--- src/rtl/sample_mac_pipe.sv ---
// -----------------------------------------------------------------------------
// sample_mac_pipe
// Pipelined unsigned(A) x signed(B) multiply / multiply-accumulate unit.
// MODE 0 emits one truncated product per beat. MODE 1 sums products over a
// frame closed by in_last and emits only the frame total.
// Latency is NUM_STAGE+1 edges counting the accept edge. A global stall
// freezes every register whenever a result is held at the output.
//
// Ports:
//   ap_clk, ap_rst_n    clock, async active-low reset (synchronous release)
//   mode                0 = multiply, 1 = accumulate (latched at frame start)
//   in_valid/in_ready   input handshake; in_ready = !(out_valid && !out_ready)
//   in_a, in_b, in_last unsigned A, signed B, last beat of a MODE 1 frame
//   out_valid/out_ready output handshake
//   out_data            signed result, ACC_WIDTH bits
//   out_sat             saturation flag for the emitted result
//
// Build option: define SAMPLE_MAC_SAT_EN to saturate the product-to-term
// reduction and the accumulator add (and drive out_sat). Without it both
// operations wrap and out_sat is constant 0.
// -----------------------------------------------------------------------------
module sample_mac_pipe #(
  parameter int A_WIDTH   = 8,
  parameter int B_WIDTH   = 14,
  parameter int P_WIDTH   = 14,
  parameter int ACC_WIDTH = 32,
  parameter int NUM_STAGE = 3
) (
  input  logic                 ap_clk,
  input  logic                 ap_rst_n,
  input  logic                 mode,
  input  logic                 in_valid,
  output logic                 in_ready,
  input  logic [A_WIDTH-1:0]   in_a,
  input  logic [B_WIDTH-1:0]   in_b,
  input  logic                 in_last,
  output logic                 out_valid,
  input  logic                 out_ready,
  output logic [ACC_WIDTH-1:0] out_data,
  output logic                 out_sat
);

  // Per-beat payload carried down the pipe. 'first' clears the accumulator
  // in the same cycle as the first add, so back-to-back frames need no gap.
  typedef struct packed {
    logic               mode;
    logic               first;
    logic               last;
    logic               sat;
    logic [P_WIDTH-1:0] t;
  } beat_t;

  logic                        advance, accept, eff_mode;
  logic                        in_frame_q, in_frame_d, mode_lat_q, mode_lat_d;
  logic signed [P_WIDTH-1:0]   term;
  logic                        term_sat;
  beat_t                       s1_d, src;
  logic [NUM_STAGE-1:0]        vld_pipe_q, vld_pipe_d;
  beat_t                       stg_q [NUM_STAGE];
  beat_t                       stg_d [NUM_STAGE];
  logic signed [ACC_WIDTH-1:0] t_ext, base, raw, sum;
  logic                        ovf;
  logic [ACC_WIDTH-1:0]        acc_q, acc_d, out_data_q, out_data_d;
  logic                        sat_acc_q, sat_acc_d;
  logic                        out_valid_q, out_valid_d, out_sat_q, out_sat_d;

  // Stall only when a result sits unaccepted at the output.
  assign advance  = !(out_valid_q && !out_ready);
  assign in_ready = advance;
  assign accept   = in_valid && advance;

  // Product is formed from the raw inputs and lands in stage 0; the
  // following stages give retiming room to spread the multiplier.
`ifdef SAMPLE_MAC_SAT_EN
  localparam int FW = A_WIDTH + B_WIDTH + 1;
  localparam logic signed [FW-1:0] T_MAX = {{(FW-P_WIDTH+1){1'b0}}, {(P_WIDTH-1){1'b1}}};
  localparam logic signed [FW-1:0] T_MIN = ~T_MAX;
  localparam logic signed [ACC_WIDTH-1:0] ACC_MAX = {1'b0, {(ACC_WIDTH-1){1'b1}}};
  localparam logic signed [ACC_WIDTH-1:0] ACC_MIN = ~ACC_MAX;
  logic signed [FW-1:0] prod;

  always_comb begin
    prod     = $signed({1'b0, in_a}) * $signed(in_b);
    term     = prod[P_WIDTH-1:0];
    term_sat = 1'b0;
    if (prod > T_MAX) begin
      term     = T_MAX[P_WIDTH-1:0];
      term_sat = 1'b1;
    end else if (prod < T_MIN) begin
      term     = T_MIN[P_WIDTH-1:0];
      term_sat = 1'b1;
    end
  end
`else
  // Low P_WIDTH bits of a signed product only depend on the operand LSBs,
  // so computing in the narrow context gives the exact wrapped term.
  always_comb begin
    term     = $signed({1'b0, in_a}) * $signed(in_b);
    term_sat = 1'b0;
  end
`endif

  // Frame tracking on the input side: mode is sampled on the first beat
  // and held for the rest of a MODE 1 frame. MODE 0 beats are single-beat
  // frames, so in_frame never sets for them.
  always_comb begin
    eff_mode   = in_frame_q ? mode_lat_q : mode;
    in_frame_d = in_frame_q;
    mode_lat_d = mode_lat_q;
    if (accept) begin
      in_frame_d = eff_mode && !in_last;
      mode_lat_d = eff_mode;
    end
    s1_d.mode  = eff_mode;
    s1_d.first = !in_frame_q;
    s1_d.last  = !eff_mode || in_last;
    s1_d.sat   = term_sat;
    s1_d.t     = term;
  end

  // Shift pipe; bubbles enter as cleared valid bits.
  always_comb begin
    vld_pipe_d = vld_pipe_q;
    stg_d      = stg_q;
    if (advance) begin
      vld_pipe_d[0] = accept;
      stg_d[0]      = s1_d;
      for (int i = 1; i < NUM_STAGE; i++) begin
        vld_pipe_d[i] = vld_pipe_q[i-1];
        stg_d[i]      = stg_q[i-1];
      end
    end
  end

  // Accumulate / output stage.
  always_comb begin
    src   = stg_q[NUM_STAGE-1];
    t_ext = ACC_WIDTH'($signed(src.t));
    base  = src.first ? '0 : $signed(acc_q);
    raw   = base + t_ext;
`ifdef SAMPLE_MAC_SAT_EN
    // Signed overflow: operands agree in sign, result does not.
    ovf = (base[ACC_WIDTH-1] == t_ext[ACC_WIDTH-1]) &&
          (raw[ACC_WIDTH-1] != base[ACC_WIDTH-1]);
    sum = ovf ? (base[ACC_WIDTH-1] ? ACC_MIN : ACC_MAX) : raw;
`else
    ovf = 1'b0;
    sum = raw;
`endif
    acc_d       = acc_q;
    sat_acc_d   = sat_acc_q;
    out_valid_d = out_valid_q;
    out_data_d  = out_data_q;
    out_sat_d   = out_sat_q;
    if (advance) begin
      out_valid_d = 1'b0;
      if (vld_pipe_q[NUM_STAGE-1]) begin
        if (src.mode) begin
          acc_d     = sum;
          sat_acc_d = (!src.first && sat_acc_q) || src.sat || ovf;
          if (src.last) begin
            out_valid_d = 1'b1;
            out_data_d  = sum;
            out_sat_d   = sat_acc_d;
          end
        end else begin
          out_valid_d = 1'b1;
          out_data_d  = t_ext;
          out_sat_d   = src.sat;
        end
      end
    end
  end

  always_ff @(posedge ap_clk or negedge ap_rst_n) begin
    if (!ap_rst_n) begin
      in_frame_q  <= 1'b0;
      mode_lat_q  <= 1'b0;
      vld_pipe_q  <= '0;
      for (int i = 0; i < NUM_STAGE; i++) stg_q[i] <= '0;
      acc_q       <= '0;
      sat_acc_q   <= 1'b0;
      out_valid_q <= 1'b0;
      out_data_q  <= '0;
      out_sat_q   <= 1'b0;
    end else begin
      in_frame_q  <= in_frame_d;
      mode_lat_q  <= mode_lat_d;
      vld_pipe_q  <= vld_pipe_d;
      for (int i = 0; i < NUM_STAGE; i++) stg_q[i] <= stg_d[i];
      acc_q       <= acc_d;
      sat_acc_q   <= sat_acc_d;
      out_valid_q <= out_valid_d;
      out_data_q  <= out_data_d;
      out_sat_q   <= out_sat_d;
    end
  end

  assign out_valid = out_valid_q;
  assign out_data  = out_data_q;
  // In the wrap build every sat source is constant 0, so this folds to 0.
  assign out_sat   = out_sat_q;

endmodule
--- config.mk ---
export PLATFORM = sky130hd
export DESIGN_NAME = sample_mac_pipe
export DESIGN_NICKNAME = d
export VERILOG_FILES = /design/src/rtl/sample_mac_pipe.sv
export SDC_FILE = /design/constraint.sdc
export NUM_CORES = 1
export LEC_CHECK = 0
export CAP_MARGIN = 0
export CORE_MARGIN = 5
export CORE_UTILIZATION = 41
export DETAILED_ROUTE_END_ITERATION = 10
export DONT_BUFFER_PORTS = 1
export PLACE_DENSITY = 0.58
export RECOVER_POWER = 25
export SYNTH_ARGS = -nofsm -noshare
export SYNTH_HDL_FRONTEND = slang
export SYNTH_SLANG_ARGS = --single-unit
--- constraint.sdc ---
create_clock -name ap_clk -period 9.09 [get_ports ap_clk]
set_input_delay 0 -clock ap_clk [delete_from_list [all_inputs] [get_ports ap_clk]]
set_output_delay 0 -clock ap_clk [all_outputs]
set_load 0.005 [all_outputs]
==> results of run 1 <==
## state kept, by name, summed over array words and instances, names as in the netlist
register    cells
out_data       32
out_sat         1
src            17
in_frame_q      1
sat_acc_q       1
stg_q          34
vld_pipe_q      3
out_valid       1
acc_q          32
mode_lat_q      1
## worst register-to-register path, stage by stage (launching register included)
cell and delay [ns]:
dfrtp_1 0.53, nor2b_1 0.18, ha_1 0.21, inv_1 0.06, fa_1 0.39, nand2b_1 0.17
a21oi_1 0.17, o21ai_1 0.11, a21oi_1 0.34, o211ai_1 0.20, a2111oi_0 0.47, o22ai_1 0.14
xor2_1 0.24, a211oi_1 0.12, a21o_1 0.19
## through the flow
step	utilization	power, W	cells	setup slack [ns]	cell area, sq um
after floorplan	-	0.00238	1047	5.03	8910
after global placement	0.422	0.00273	1288	5.08	9110
after detailed placement	0.422	0.00276	1288	5.03	9110
after CTS	0.455	0.00349	1330	5.39	9840
after global routing	0.455	0.00379	1330	5.18	9840
final	0.455	0.00344	1330	5.45	9840
## cells by family (layout without fill, tap and decap cells)
logic type,Yosys count,after routing,synth area share
flops,123,123,0.345
xor+xnor,50,50,0.0491
compound gates,172,172,0.120
fa+ha+maj,107,107,0.191
mux,16,16,0.0182
buf+inv,136,139,0.0613
simple gates,443,443,0.214
## cell usage in the layout, fill, tap and decap left out, types with 5 or more instances in the layout
master,instances
and2_1,28
nor2_1,37
ha_1,58
nor2b_1,36
nand2_1,304
nand3_1,8
buf_4,6
nand2b_1,9
o21ai_1,16
fa_1,49
dfrtp_1,123
inv_1,89
a21o_1,13
o21a_1,7
dlygate4sd3_1,9
xor2_1,23
mux2i_1,14
or3_1,5
a21oi_1,51
a211oi_1,5
inv_6,5
o21ai_0,44
clkbuf_16,17
and3_1,5
xnor2_1,27
## routing by layer
metal	vias to the layer above	track usage
met5	-	0
met4	0	0.0492
met3	20	0.0319
met2	113	0.265
met1	3111	0.224
li1	3346	-
## worst max-delay path by stage
| stage | startpoint | to |
|---|---|---|
| floorplan | in_a[2] | stg_q[49] |
| global placement | in_b[3] | stg_q[49] |
| detailed placement | in_b[3] | stg_q[49] |
| CTS | src[16] | out_data[24] |
| global route | src[16] | out_data[24] |
| finish | src[16] | out_data[24] |
## power by group through the flow
stage          clock network [W]  logic (W)  registers, W
2_1_floorplan                  0    0.00144      0.000943
3_3_place_gp                   0    0.00173      0.000998
3_5_place_dp                   0    0.00175       0.00101
4_1_cts                 0.000720    0.00178      0.000997
5_1_grt                 0.000743    0.00202       0.00103
6_report                0.000701    0.00175      0.000990
## area by class of cell
| cell class | instances | area, sq um |
|---|---|---|
| inverters | 91 | 342 |
| well taps | 280 | 350 |
| clock inverters | 15 | 186 |
| fillers | 2162 | 11800 |
| repair buffers | 16 | 163 |
| flip-flops and latches | 123 | 3080 |
| clock buffers | 17 | 425 |
| multi-input cells | 788 | 5300 |
==> results.py, run 1 <==
metrics = {
    "run_status": {
        "status": "completed",
    },
    "worst_hold_path": {
        "worstHoldPathCells": 4,
        "min_to": "stg_q[51]",
        "hp-class": "in -> reg",
        "min_from": "out_ready",
    },
    "detailed_routing": {
        "first_pass_iters": 5,
        "routed.top_layer": "met4",
        "met3_length_um": 812,
        "drtIter0Drc": 343,
        "wl_met1_um": 9230,
        "dr_wl_met2_um": 8900,
        "route.antenna.remaining_nets": 0,
        "wl_per_cell_um": 14.5,
        "drc_errors": 0,
        "drt-total-wl_um": 19200,
        "via_count": 6590,
        "vias_per_cell": 4.95,
    },
    "clock_tree": {
        "cts_tree": "built",
        "clock_path_buffers": 2,
        "path_clk_slew_ns": 0.06,
        "cts_root_buf": "clkbuf_16",
        "insertion_delay_ns": 0.42,
        "numCtsBuffers": 17,
        "cts-htree-levels": 4,
        "clock-sinks": 123,
        "hold_buffers": 10,
        "cts_resized": 0,
        "post-cts-setup-buffers": 0,
    },
    "grt": {
        "grt_pass1_wl_um": 32900,
        "grtUsageTotal": 0.164,
        "grt_max_degree": 124,
        "grt_pass1_vias": 6638,
        "antenna_found_initial": 0,
        "grt_overflow": 0,
    },
    "floorplanning": {
        "die_width_um": 157,
        "die_y_um": 157,
        "die_area_sq_mm": 0.0248,
        "num_rows": 54,
        "core_sq_mm": 0.0216,
        "ios": 63,
        "start_util": 0.412,
    },
    "yosys": {
        "synth_edf_count": 0,
        "synth_ff_type": "dfrtp_1",
        "synthArstFlopShare": 1.00,
        "ys_seq_area_frac": 0.345,
        "synth_area_leaders": "dfrtp_1, nand2_1, fa_1, ha_1, inv_1",
        "ys_warn_count": 0,
        "synth_cell_types": 56,
        "synth.most_common_cell": "nand2_1",
        "synthTopCellsByCount": "nand2_1, dfrtp_1, inv_1",
        "synth_cells": 1047,
        "syn_area_sq_mm": 0.00891,
        "synth.ff_latch_count": 123,
        "synth_area_per_cell_sq_um": 8.51,
        "synth_fp_nets": 1182,
        "yosysTopAreaCellShare": 0.345,
        "synth_area_leader_cell": "dfrtp_1",
    },
    "pwr": {
        "comb_power_share": 0.508,
        "seqPwrFrac": 0.288,
        "p_sw_frac": 0.430,
        "power_density_mw_per_mm2": 349,
        "p_leak_nw": 4.93,
        "clockPowerShare": 0.204,
        "p_sw_w": 0.00148,
        "ir_drop_v": 0.000176,
        "internal_power_w": 0.00196,
    },
    "run": {
        "maxCapViolations": 0,
    },
    "setup_path": {
        "worst_path_max_delay_cell": "dfrtp_1",
        "arrival_ns": 3.94,
        "cp_slowest_stage_delay_ns": 0.53,
        "required_ns": 9.40,
        "path_buf_inv": 1,
        "critPathMaxFanout": 10,
        "r2r_cells": 14,
        "crit_chain": "nor2b_1 > ha_1 > inv_1 > fa_1 > nand2b_1 > a21oi_1 > o21ai_1 > a21oi_1 > o211ai_1 > a2111oi_0 > o22ai_1 > xor2_1 > a211oi_1 > a21o_1",
        "start_kind": "flip-flop",
        "end_kind": "flip-flop",
        "cpMostUsedCell": "a21oi_1",
        "cp.depth": 14,
        "rr_startpoint": "src[16]",
        "crit_type": "reg -> reg",
        "r2r-end": "out_data[24]",
        "path_delay_family": "compound AO/OA/AOI/OAI gates",
        "r2r_slack_ns": 5.45,
    },
    "timing": {
        "max_slew.worst_pin.slew_ns": 1.07,
        "tns_ns": 0,
        "setup_viol": 0,
        "holdWs_ns": 0.0727,
        "relSlewSlack": 0.284,
        "fin_skew_ns": 0.00678,
        "slew_violations": 0,
        "period_needed_ns": 3.64,
        "grt_setup_unrepaired": "no",
        "max_freq_mhz": 275,
        "hold_viol": 0,
        "fin_crit_sh": 0.400,
    },
    "finish": {
        "drive_gt1_frac": 0.0562,
        "area_delta_synth_final_pct": 10.4,
        "final_nets": 1172,
        "diodes": 0,
    },
    "placed_design": {
        "gp_congestion": 0.846,
        "port_buffers": 0,
        "dp_hpwl_um": 13800,
    },
}
(Power assumes the default switching activity.)
==> inputs of run 2 (changes only) <==
clock period = 3.6 ns   (was 9.09 ns; I/O delays follow)
==> results.py, run 2 (synthesis gave the netlist of run 1 again) <==
metrics = {
    "run_status": {
        "status": "complete, but fails checks",
        "violations": "capacitance limit, slew limit",
    },
    "grt": {
        "grt_pass1_wl_um": 33300,
        "grtUsageTotal": 0.166,
        "grt_pass1_vias": 6683,
        "grt_overflow": 0,
        "antenna_found_initial": 0,
        "grt_max_degree": 124,
    },
    "pwr": {
        "p_leak_nw": 5.05,
        "internal_power_w": 0.00516,
        "power_w": 0.00900,
        "seqPwrFrac": 0.276,
        "comb_power_share": 0.527,
        "p_sw_frac": 0.427,
        "clockPowerShare": 0.197,
        "ir_drop_v": 0.000456,
        "p_sw_w": 0.00384,
        "power_density_mw_per_mm2": 895,
    },
    "detailed_routing": {
        "wl_per_cell_um": 14.2,
        "via_count": 6684,
        "drt-total-wl_um": 19200,
        "route.antenna.remaining_nets": 0,
        "vias_per_cell": 4.94,
        "first_pass_iters": 4,
        "drc_errors": 0,
        "drtIter0Drc": 267,
    },
    "clock_tree": {
        "clock-sinks": 123,
        "post-cts-setup-buffers": 0,
        "path_clk_slew_ns": 0.06,
        "numCtsBuffers": 17,
        "cts_root_buf": "clkbuf_16",
        "cts-htree-levels": 4,
        "cts_tree": "built",
        "insertion_delay_ns": 0.42,
        "clock_path_buffers": 2,
    },
    "setup_path": {
        "rr_startpoint": "src[16]",
        "critPathMaxFanout": 6,
        "crit_type": "reg -> reg",
        "r2r_slack_ns": 0.26,
        "r2r-end": "out_data[30]",
        "arrival_ns": 3.65,
        "end_kind": "flip-flop",
        "required_ns": 3.90,
        "r2r_cells": 16,
        "start_kind": "flip-flop",
    },
    "placed_design": {
        "placed_cells": 1312,
        "port_buffers": 0,
        "gp_congestion": 0.844,
        "dp_hpwl_um": 13900,
        "dpl_cell_area_sq_mm": 0.00934,
    },
    "finish": {
        "largest_register_ffs": 34,
        "drive_gt1_frac": 0.0894,
        "final_nets": 1196,
        "multiInputGateArea_sq_mm": 0.00536,
        "area_delta_synth_final_pct": 12.9,
        "most-common-layout-cells": "nand2_1, dfrtp_1, inv_1",
        "seq_area_sq_mm": 0.00308,
        "design_area_sq_mm": 0.0101,
        "fin_cells": 1354,
        "fillers": 2159,
        "diodes": 0,
        "final_common_cell": "nand2_1",
        "largest-register": "stg_q",
    },
    "run": {
        "maxCapViolations": 1,
    },
    "worst_hold_path": {
        "min_from": "out_ready",
        "min_to": "stg_q[51]",
        "worstHoldPathCells": 4,
        "hp-class": "in -> reg",
    },
    "floorplanning": {
        "die_y_um": 157,
        "core_sq_mm": 0.0216,
        "die_width_um": 157,
        "start_util": 0.412,
        "ios": 63,
        "num_rows": 54,
        "die_area_sq_mm": 0.0248,
    },
    "timing": {
        "fin_skew_ns": 0.00881,
        "relSlewSlack": -0.824,
        "grt_setup_unrepaired": "no",
        "fin_crit_sh": 0.928,
        "max_slew.worst_pin.slew_ns": 2.74,
        "slew_violations": 124,
        "max_freq_mhz": 299,
        "hold_viol": 0,
        "holdWs_ns": 0.0630,
        "setup_viol": 0,
        "period_needed_ns": 3.34,
    },
}
-- run 2: what timing repair did --
action / CTS / global route
hold buffers: 10 / 0
endpoints found under the setup margin: 0 / 9
resized for setup: 0 / 4
hold endpoints to repair: 130 / 0
-- run 2: per-layer routing --
metal,GRT usage,up-vias,part of all wire
met4,0.0488,0,0.015
met5,0,-,0
met3,0.0390,22,0.043
met1,0.229,3161,0.47
li1,-,3394,-
met2,0.262,107,0.47
-- run 2: area by class of cell --
type / instances / share of cell area
Multi-Input combinational cell: 788 / 0.533
Sequential cell: 123 / 0.306
Clock buffer: 18 / 0.0426
Tap cell: 280 / 0.0348
Inverter: 91 / 0.0339
Timing Repair Buffer: 40 / 0.0318
Clock inverter: 14 / 0.0183
-- run 2: power groups by stage --
stage          Clock (W)  Sequential (W)  Combinational [W]
2_1_floorplan          0         0.00238            0.00372
3_3_place_gp           0         0.00250            0.00469
3_5_place_dp           0         0.00252            0.00474
4_1_cts          0.00182         0.00250            0.00481
5_1_grt          0.00189         0.00258            0.00546
6_report         0.00177         0.00249            0.00474
-- run 2: stage by stage --
stage,util,TNS (ns),setup slack [ns]
6_report,0.465,0,0.258
5_1_grt,0.465,0,0.0110
4_1_cts,0.466,0,0.114
3_5_place_dp,0.432,-0.0212,-0.0120
3_3_place_gp,0.432,0,0.0109
2_1_floorplan,-,-0.00773,-0.00575
-- run 2: how the worst max path moves through the flow --
| stage | start | to | slack (ns) | cells past startpoint |
|---|---|---|---|---|
| final | src[16] | out_data[30] | 0.26 | 16 |
| after global routing | src[16] | acc_q[28] | 0.01 | 16 |
| after CTS | src[16] | out_data[24] | 0.11 | 15 |
| after detailed placement | in_b[3] | stg_q[49] | -0.01 | 18 |
| after global placement | in_b[3] | stg_q[49] | 0.01 | 18 |
| after floorplan | in_a[2] | stg_q[48] | -0.006 | 19 |
-- run 2: critical path, stage by stage, from the launching register on --
cell	delay [ns]
dfrtp_2	0.46
buf_4	0.19
nor2b_1	0.11
ha_1	0.28
a21oi_2	0.19
inv_1	0.06
o21ai_1	0.20
a21oi_1	0.10
buf_4	0.15
buf_4	0.13
o211a_1	0.24
a21oi_2	0.26
o21ai_1	0.10
buf_4	0.16
a221oi_1	0.28
xor2_1	0.22
o21ai_1	0.09
==> inputs of run 3 (changes only) <==
==> constraint.sdc (replaced) <==
create_clock -name ap_clk -period 3.6 [get_ports ap_clk]
set_input_delay 0.54 -clock ap_clk [delete_from_list [all_inputs] [get_ports ap_clk]]
set_output_delay 0.54 -clock ap_clk [all_outputs]
set_load 0.005 [all_outputs]
==> results.py, run 3 (synthesis gave the netlist of run 1 again) <==
metrics = {
    "placed_design": {
        "port_buffers": 0,
        "gp_congestion": 0.851,
        "dp_hpwl_um": 14100,
        "dpl_cell_area_sq_mm": 0.00940,
    },
    "worst_hold_path": {
        "hp-class": "in -> reg",
    },
    "timing": {
        "fin_ws_ns": -0.0768,
        "max_freq_mhz": 272,
        "slew_violations": 124,
        "fin_skew_ns": 0.00787,
        "hold_viol": 0,
        "grt_setup_unrepaired": "yes",
        "max_slew.worst_pin.slew_ns": 3.04,
        "relSlewSlack": -1.03,
        "period_needed_ns": 3.68,
        "fin_crit_sh": 1.02,
        "tns_ns": -0.0768,
        "setup_viol": 1,
    },
    "floorplanning": {
        "die_area_sq_mm": 0.0248,
        "num_rows": 54,
        "ios": 63,
        "start_util": 0.412,
        "die_width_um": 157,
        "core_sq_mm": 0.0216,
        "die_y_um": 157,
    },
    "finish": {
        "final_common_cell": "nand2_1",
        "largest-register": "stg_q",
        "diodes": 0,
        "area_delta_synth_final_pct": 13.2,
        "final_nets": 1197,
        "most-common-layout-cells": "nand2_1, dfrtp_1, inv_1",
        "design_area_sq_mm": 0.0101,
        "largest_register_ffs": 34,
        "drive_gt1_frac": 0.113,
    },
    "setup_path": {
        "rr_startpoint": "src[16]",
        "start_kind": "input port",
        "cp-endpoint": "stg_q[48]",
        "r2r_cells": 16,
        "critPathMaxFanout": 12,
        "required_ns": 3.89,
        "r2r-end": "acc_q[30]",
        "crit_type": "in -> reg",
        "arrival_ns": 3.97,
        "end_kind": "flip-flop",
        "r2r_slack_ns": 0.22,
        "worstSetupStartpoint": "in_a[2]",
    },
    "clock_tree": {
        "path_clk_slew_ns": 0.06,
        "clock_path_buffers": 2,
        "clock-sinks": 123,
        "numCtsBuffers": 17,
        "cts_tree": "built",
        "cts_root_buf": "clkbuf_16",
        "cts-htree-levels": 4,
        "insertion_delay_ns": 0.42,
    },
    "grt": {
        "grt_pass1_vias": 6850,
        "grt_max_degree": 124,
        "grtUsageTotal": 0.165,
        "grt_overflow": 0,
        "grt_pass1_wl_um": 33100,
        "antenna_found_initial": 0,
    },
    "run_status": {
        "violations": "capacitance limit, slew limit, setup timing",
        "status": "complete, but fails checks",
    },
    "detailed_routing": {
        "vias_per_cell": 4.97,
        "via_count": 6736,
        "first_pass_iters": 4,
        "drtIter0Drc": 330,
        "route.antenna.remaining_nets": 0,
        "wl_per_cell_um": 14.4,
        "drc_errors": 0,
        "drt-total-wl_um": 19500,
    },
    "pwr": {
        "power_density_mw_per_mm2": 900,
        "ir_drop_v": 0.000461,
        "p_leak_nw": 5.03,
    },
    "run": {
        "maxCapViolations": 1,
    },
}
[run 3: metal layers]
| metal | wire [um] | up-vias | global-route usage |
|---|---|---|---|
| met1 | 9180 | 3201 | 0.222 |
| met2 | 9220 | 120 | 0.269 |
| met4 | 293 | 0 | 0.0467 |
| met5 | 0 | - | 0 |
| li1 | - | 3395 | - |
| met3 | 846 | 20 | 0.0357 |
[run 3: worst min path at each step]
stage,startpoint,slack (ns),to,cells after the start
2_1_floorplan,ap_rst_n,0.24,acc_q[0],0
4_1_cts,ap_rst_n,0.11,stg_q[22],1
3_3_place_gp,ap_rst_n,0.25,out_data[4],0
6_report,in_last,0.21,in_frame_q,1
5_1_grt,in_last,0.20,in_frame_q,1
3_5_place_dp,ap_rst_n,0.25,out_data[3],0
[run 3: through the flow]
step,std cells,setup slack (ns),hold slack (ns),power [W],util
floorplan,1047,-0.545,0.244,0.00610,-
global placement,1319,-0.526,0.249,0.00727,0.435
detailed placement,1319,-0.605,0.249,0.00737,0.435
CTS,1355,-0.117,0.112,0.00914,0.465
global route,1355,-0.189,0.202,0.0100,0.467
finish,1355,-0.0768,0.205,0.00908,0.467
[run 3: cell type report]
class / count / area (sq um)
clock buffers: 17 / 425
clock inverters: 15 / 130
fillers: 2116 / 11500
inverters: 91 / 344
multi-input cells: 788 / 5450
flip-flops and latches: 123 / 3080
well taps: 280 / 350
repair buffers: 41 / 309
[run 3: where the power goes]
part / switching [W] / internal (W)
clock network: 0.000691 / 0.000904
logic: 0.00283 / 0.00218
registers: 0.000432 / 0.00205
total: 0.00395 / 0.00513
[run 3: timing repair]
item                                    4_1_cts  5_1_grt
pin swaps                                    19       25
hold buffers                                  1        0
gates resized for setup                       9       17
buffers inserted                              3        2
endpoints found under the hold margin       123        0
endpoints found under the setup margin        2        8
[run 3: worst max-delay path, stage by stage]
cell and delay, ns:
nand2_8 0.03, fa_1 0.53, inv_1 0.05, fa_1 0.49, inv_2 0.04, fa_1 0.47
fa_1 0.53, inv_2 0.05, ha_4 0.21, inv_4 0.06, o21ai_2 0.05, and2_4 0.14
o21ai_2 0.12, nand2b_1 0.08, a21o_1 0.19, a21oi_2 0.15, xor2_1 0.17, o21ai_1 0.07
